$ cat src/rtl/rob_param_pkg.sv
// rob_param_pkg: op classes, commit FSM states and op-class decode
// shared by the reorder buffer and its bench.
package rob_param_pkg;
    localparam int OP_W = 6;
    localparam logic [OP_W-1:0] OP_OTHER  = 6'd0;
    localparam logic [OP_W-1:0] OP_BRANCH = 6'd1;
    localparam logic [OP_W-1:0] OP_STORE  = 6'd2;
    localparam logic [OP_W-1:0] OP_JUMP   = 6'd3;

    typedef enum logic {IDLE, WAIT_ST} commit_state_t;

    function automatic logic is_branch(input logic [OP_W-1:0] op);
        return op == OP_BRANCH;
    endfunction

    function automatic logic is_store(input logic [OP_W-1:0] op);
        return op == OP_STORE;
    endfunction
endpackage

$ cat src/rtl/rob_wb_merge.sv
// rob_wb_merge: matches all writeback channels against one entry id;
// the lowest-numbered matching channel supplies the result.
module rob_wb_merge #(
    parameter int ROB_LOG = 4,
    parameter int WB_N    = 2
) (
    input  logic [ROB_LOG-1:0]      id,
    input  logic [WB_N-1:0]         wb_valid,
    input  logic [WB_N*ROB_LOG-1:0] wb_id,
    input  logic [WB_N*32-1:0]      wb_value,
    input  logic [WB_N-1:0]         wb_redirect,
    input  logic [WB_N*32-1:0]      wb_target,
    output logic                    hit,
    output logic [31:0]             value,
    output logic                    redirect,
    output logic [31:0]             target
);
    // scan high to low so the lowest matching channel is written last
    always_comb begin
        hit = 1'b0;
        value = '0;
        redirect = 1'b0;
        target = '0;
        for (int c = WB_N - 1; c >= 0; c--)
            if (wb_valid[c] && wb_id[c*ROB_LOG +: ROB_LOG] == id) begin
                hit = 1'b1;
                value = wb_value[c*32 +: 32];
                redirect = wb_redirect[c];
                target = wb_target[c*32 +: 32];
            end
    end
endmodule

$ cat src/rtl/rob_param.sv
// rob_param: in-order reorder buffer with N writeback channels, bypassed
// operand queries, store-commit handshake and registered mispredict flush.
module rob_param #(
    parameter int ROB_LOG = 4,
    parameter int WB_N    = 2,
    parameter int OP_W    = 6
) (
    input  logic                    clk,
    input  logic                    rst,
    input  logic                    rdy,
    input  logic                    issue_valid,
    input  logic [OP_W-1:0]         issue_op,
    input  logic [4:0]              issue_dest,
    output logic [ROB_LOG-1:0]      issue_id,
    output logic                    alloc_ready,
    input  logic [WB_N-1:0]         wb_valid,
    input  logic [WB_N*ROB_LOG-1:0] wb_id,
    input  logic [WB_N*32-1:0]      wb_value,
    input  logic [WB_N-1:0]         wb_redirect,
    input  logic [WB_N*32-1:0]      wb_target,
    input  logic [2*ROB_LOG-1:0]    q_id,
    output logic [1:0]              q_ready,
    output logic [2*32-1:0]         q_value,
    output logic                    commit_valid,
    output logic [4:0]              commit_dest,
    output logic [ROB_LOG-1:0]      commit_id,
    output logic [31:0]             commit_value,
    output logic                    store_go,
    input  logic                    store_done,
    output logic                    flush,
    output logic [31:0]             flush_pc,
    output logic                    empty
);
    import rob_param_pkg::*;

    localparam int DEPTH = 2 ** ROB_LOG;
    localparam logic [ROB_LOG:0] FULL = (ROB_LOG + 1)'(DEPTH);
    localparam logic [ROB_LOG:0] LAST = (ROB_LOG + 1)'(DEPTH - 1);

    logic [DEPTH-1:0] busy, ready, redir;
    logic [OP_W-1:0] op [DEPTH];
    logic [4:0] dest [DEPTH];
    logic [31:0] value [DEPTH];
    logic [31:0] target [DEPTH];
    logic [ROB_LOG-1:0] head, tail;
    logic [ROB_LOG:0] count;
    commit_state_t state;

    logic [DEPTH-1:0] e_hit, e_redir;
    logic [31:0] e_value [DEPTH];
    logic [31:0] e_target [DEPTH];
    logic [1:0] unused_redir;
    logic [31:0] unused_target [2];

    logic head_done, start_store, retire, do_flush, accept, commit_now;

    for (genvar i = 0; i < DEPTH; i++) begin : g_ent
        rob_wb_merge #(.ROB_LOG(ROB_LOG), .WB_N(WB_N)) u_merge (
            .id(ROB_LOG'(i)), .wb_valid(wb_valid), .wb_id(wb_id), .wb_value(wb_value),
            .wb_redirect(wb_redirect), .wb_target(wb_target),
            .hit(e_hit[i]), .value(e_value[i]), .redirect(e_redir[i]), .target(e_target[i])
        );
    end

    for (genvar j = 0; j < 2; j++) begin : g_q
        logic [ROB_LOG-1:0] qi;
        logic hit;
        logic [31:0] bv;
        assign qi = q_id[j*ROB_LOG +: ROB_LOG];
        rob_wb_merge #(.ROB_LOG(ROB_LOG), .WB_N(WB_N)) u_merge (
            .id(qi), .wb_valid(wb_valid), .wb_id(wb_id), .wb_value(wb_value),
            .wb_redirect(wb_redirect), .wb_target(wb_target),
            .hit(hit), .value(bv), .redirect(unused_redir[j]), .target(unused_target[j])
        );
        assign q_ready[j] = busy[qi] && (ready[qi] || hit);
        assign q_value[j*32 +: 32] = hit ? bv : value[qi];
    end

    assign issue_id = tail;
    assign empty = count == '0;
    assign alloc_ready = count < LAST || (count == LAST && !issue_valid);

    always_comb begin
        head_done = busy[head] && ready[head];
        start_store = rdy && state == IDLE && head_done && is_store(op[head]);
        retire = rdy && (state == IDLE ? head_done && !is_store(op[head]) : store_done);
        do_flush = retire && state == IDLE && redir[head];
        accept = rdy && issue_valid && (count < FULL || retire);
        commit_now = retire && state == IDLE && dest[head] != 5'd0 && !is_branch(op[head]);
    end

    // a retiring head frees its slot in time for an issue on the same edge
    always_ff @(posedge clk or posedge rst) begin
        if (rst) begin
            busy <= '0;
            ready <= '0;
            redir <= '0;
            head <= '0;
            tail <= '0;
            count <= '0;
            state <= IDLE;
            commit_valid <= 1'b0;
            commit_dest <= '0;
            commit_id <= '0;
            commit_value <= '0;
            store_go <= 1'b0;
            flush <= 1'b0;
            flush_pc <= '0;
            for (int i = 0; i < DEPTH; i++) begin
                op[i] <= '0;
                dest[i] <= '0;
                value[i] <= '0;
                target[i] <= '0;
            end
        end else begin
            commit_valid <= commit_now;
            store_go <= start_store;
            flush <= do_flush;
            if (commit_now) begin
                commit_dest <= dest[head];
                commit_id <= head;
                commit_value <= value[head];
            end
            if (do_flush) begin
                flush_pc <= target[head];
                busy <= '0;
                ready <= '0;
                redir <= '0;
                head <= '0;
                tail <= '0;
                count <= '0;
                state <= IDLE;
            end else if (rdy) begin
                for (int i = 0; i < DEPTH; i++)
                    if (e_hit[i] && busy[i]) begin
                        ready[i] <= 1'b1;
                        value[i] <= e_value[i];
                        redir[i] <= e_redir[i];
                        target[i] <= e_target[i];
                    end
                if (retire) begin
                    busy[head] <= 1'b0;
                    ready[head] <= 1'b0;
                    head <= head + 1'b1;
                end
                if (accept) begin
                    busy[tail] <= 1'b1;
                    ready[tail] <= 1'b0;
                    redir[tail] <= 1'b0;
                    op[tail] <= issue_op;
                    dest[tail] <= issue_dest;
                    tail <= tail + 1'b1;
                end
                count <= count + (ROB_LOG + 1)'(accept) - (ROB_LOG + 1)'(retire);
                state <= start_store ? WAIT_ST : (state == WAIT_ST && store_done) ? IDLE : state;
            end
        end
    end

    always_ff @(posedge clk)
        if (!rst && rdy) assert (!(issue_valid && count == FULL && !retire));
endmodule

$ cat config.mk
export PLATFORM = sky130hd
export DESIGN_NAME = rob_param
export DESIGN_NICKNAME = d
export VERILOG_FILES = /design/src/rtl/rob_param_pkg.sv /design/src/rtl/rob_wb_merge.sv /design/src/rtl/rob_param.sv
export SDC_FILE = /design/constraint.sdc
export NUM_CORES = 2
export LEC_CHECK = 0
export BUFFER_PORTS_ARGS = -buffer_cell sky130_fd_sc_hd__buf_2
export CORE_ASPECT_RATIO = 0.5
export CORE_MARGIN = 5
export CORE_UTILIZATION = 40
export DETAILED_ROUTE_END_ITERATION = 7
export PLACE_DENSITY_LB_ADDON = 0.1
export SLEW_MARGIN = 20
export SYNTH_ARGS = -nofsm -noshare
export SYNTH_HDL_FRONTEND = slang
export SYNTH_HIERARCHICAL = 1
export SYNTH_SLANG_ARGS = --single-unit
$ cat constraint.sdc
create_clock -name clk -period 47.2 [get_ports clk]
set_clock_uncertainty 0.15 [all_clocks]
set_input_delay 7.08 -clock clk [delete_from_list [all_inputs] [get_ports clk]]
set_output_delay 7.08 -clock clk [all_outputs]
set_load 0.02 [all_outputs]
==> insert_results.sql <==
INSERT INTO impl_metrics (metric_group, metric, value, unit) VALUES
('power', 'internal-power', '2460', 'uW'),
('worst_setup_path', 'critical_path.startpoint_type', 'input pin', ''),
('worst_setup_path', 'worst_path_largest_cell_delay', '670', 'ps'),
('die', 'dieArea', '0.260', 'sq mm'),
('power', 'clkPwrFrac', '32.9', '%'),
('clocking', 'cts-buffers-inserted', '155', ''),
('logic_synthesis', 'post_synth_instance_area', '0.0998', 'sq mm'),
('clocking', 'clk_root_buffer_cell', 'sky130_fd_sc_hd__clkbuf_16', ''),
('clocking', 'cts_resized', '0', ''),
('clocking', 'cts-root-to-sink-buffers', '4', ''),
('timing', 'rsz_0062_raised_after_global_routing', 'false', ''),
('drt', 'antenna_left', '0', ''),
('clocking', 'clk-insertion-delay-late', '860', 'ps'),
('die', 'floorplan.initialDensity', '40.3', '%'),
('global_routing', 'grt_first_pass_wirelength', '617', 'mm'),
('die', 'core_area', '0.248', 'sq mm'),
('timing', 'final_critical_period', '17850', 'ps'),
('drt', 'post-route-drc-count', '0', ''),
('drt', 'drt-initial-drc-count', '9208', ''),
('clocking', 'tritoncts', 'yes', ''),
('layout', 'layout_commonest_cell', 'sky130_fd_sc_hd__dfrtp_1', ''),
('timing', 'fmax', '0.0560', 'GHz'),
('timing', 'timing.final.setup_violations', '0', ''),
('worst_setup_path', 'rrSetupSlack', '39450', 'ps'),
('outcome', 'status', 'finished, violations left', ''),
('clocking', 'cts_num_sinks', '1338', ''),
('worst_hold_path', 'timing.hold.worst.class', 'flip-flop to flip-flop', ''),
('timing', 'max_slew_margin', '-756', '%'),
('placement', 'place_congestion', '0.837', ''),
('worst_hold_path', 'worst_hold_path_cell_count', '1', ''),
('worst_setup_path', 'worstReg2RegEnd', 'value[202]', ''),
('worst_setup_path', 'critical_path.max_fanout', '33', ''),
('die', 'die_width', '716', 'um'),
('timing', 'post-route-period-util', '37.8', '%'),
('power', 'vdd_drop_max', '0.0529', 'mV'),
('layout', 'area_growth_syn_to_layout', '10.0', '%'),
('die', 'io_pins', '312', ''),
('drt', 'wire_length_reported_by_the_detailed_router', '441', 'mm'),
('worst_setup_path', 'critical_path_data_required_time', '39970', 'ps'),
('worst_setup_path', 'cp_cell_sequence', 'buf_2, buf_4, o221ai_4, buf_4, o31ai_4, buf_4, o221ai_1, o21ai_0, buf_2', ''),
('timing', 'hold_fails_final_rpt', '0', ''),
('layout', 'number_of_nets_in_the_final_layout', '8496', ''),
('power', 'netSwitchingFraction', '36.6', '%'),
('timing', 'setup-tns-final', '0', 'ps'),
('timing', 'tightestPinTransition', '12840', 'ps'),
('global_routing', 'global_route.overflow_total', '0', ''),
('drt', 'route.detailed.wl_per_inst', '37.4', 'um'),
('worst_setup_path', 'r2r_start', 'head[1]', ''),
('power', 'total_leakage_power', '0.0539', 'uW'),
('timing', 'layout_setup_ws', '29350', 'ps'),
('worst_hold_path', 'holdCritStartpoint', 'dest[68]', ''),
('layout', 'layout-drive-gt1-share', '42.0', '%'),
('worst_hold_path', 'hold_path_end', 'dest[68]', ''),
('worst_setup_path', 'crit_family', 'buffers and inverters', ''),
('die', 'num_rows', '129', ''),
('power', 'pwr-share-comb', '31.1', '%'),
('worst_setup_path', 'ff2ff_path_depth', '14', ''),
('clocking', 'clock_tree.htree_level_count', '4', ''),
('logic_synthesis', 'syn-mean-instance-area', '12.1', 'sq um'),
('outcome', 'failed_checks', 'slew limit', ''),
('worst_setup_path', 'startpoint_to_endpoint_class_of_the_critical_path', 'input pin to output port', ''),
('layout', 'final_cell_mix', '1,335 x sky130_fd_sc_hd__dfrtp_1, 1,224 x sky130_fd_sc_hd__mux2_2, 1,214 x sky130_fd_sc_hd__inv_1, 1,111 x sky130_fd_sc_hd__nor4_1, 725 x sky130_fd_sc_hd__mux2_4', ''),
('clocking', 'cts.repair_timing.setup_buffer_count', '0', ''),
('logic_synthesis', 'yosys_warnings', '6', ''),
('placement', 'place.detailed.hpwl', '247', 'mm'),
('clocking', 'number_of_buffers_added_to_fix_hold_violations_after_cts', '0', ''),
('placement', 'dp_slack', '29380', 'ps'),
('worst_setup_path', 'worstPathArrival', '10620', 'ps'),
('timing', 'maxSlewViolCount', '135', ''),
('worst_setup_path', 'cpMostUsedCell', 'sky130_fd_sc_hd__buf_4', ''),
('global_routing', 'grt_max_degree', '146', '');
[power groups by stage]
stage                     logic, uW  registers, uW  clock network [uW]
after detailed placement       1180           1410                   0
after global placement         1180           1410                   0
after CTS                      1190           1390                1290
after global routing           1260           1410                1340
final                          1210           1400                1280
after floorplan                 789           1370                   0
[per-layer routing]
layer	routed length, um	track usage (%)	vias up
met3	41800	8.11	1060
met5	135	0.285	-
met1	185000	45.5	40600
met2	192000	49.9	4440
met4	21500	14.2	8
li1	-	-	30700
[sequential cells by signal, summed over array words and instances (netlist names)]
register	flops
commit_value	32
commit_valid	1
redir	16
flush_pc	32
value	512
ready	16
op	96
target	512
busy	16
state	1
count	5
issue_id	4
commit_dest	5
store_go	1
flush	1
head	4
dest	80
commit_id	4
[how the worst max path moves through the flow]
stage | startpoint | slack [ps] | depth (start not counted) | to
final | wb_id[4] | 29350 | 9 | q_ready[0]
after global routing | q_id[0] | 29200 | 9 | q_ready[0]
after CTS | q_id[1] | 29370 | 9 | q_ready[0]
after detailed placement | q_id[1] | 29380 | 9 | q_ready[0]
after global placement | q_id[1] | 29400 | 9 | q_ready[0]
after floorplan | rst | 2250 | 1 | busy[0]
[worst register-to-register path, delay by kind of cell (launching register included)]
kind	cells	cell delay (ps)
compound gates	5	1680
buf+inv	6	4190
flops	1	860
mux	1	420
simple gates	2	310
[layout make-up]
class	count	area (sq um)
inverters	1218	4590
multi-input cells	5069	59100
clock inverters	41	458
well taps	3340	4180
fillers	22900	138000
repair buffers	532	3400
clock buffers	220	4560
flip-flops and latches	1338	33500
diodes	27	67.6
[through the flow]
| stage | hold WS, ps | power (uW) | instance area [sq um] | util, % | instances |
|---|---|---|---|---|---|
| final | 336 | 3880 | 110000 | 44.3 | 11800 |
| after global routing | 349 | 4010 | 110000 | 44.3 | 11800 |
| after CTS | 337 | 3870 | 110000 | 44.3 | 11800 |
| after detailed placement | 323 | 2600 | 105000 | 42.3 | 11500 |
| after global placement | 313 | 2590 | 105000 | 42.2 | 11500 |
| after floorplan | 302 | 2160 | 101000 | - | 8452 |
No activity file was read; power rests on OpenSTA's default activity.
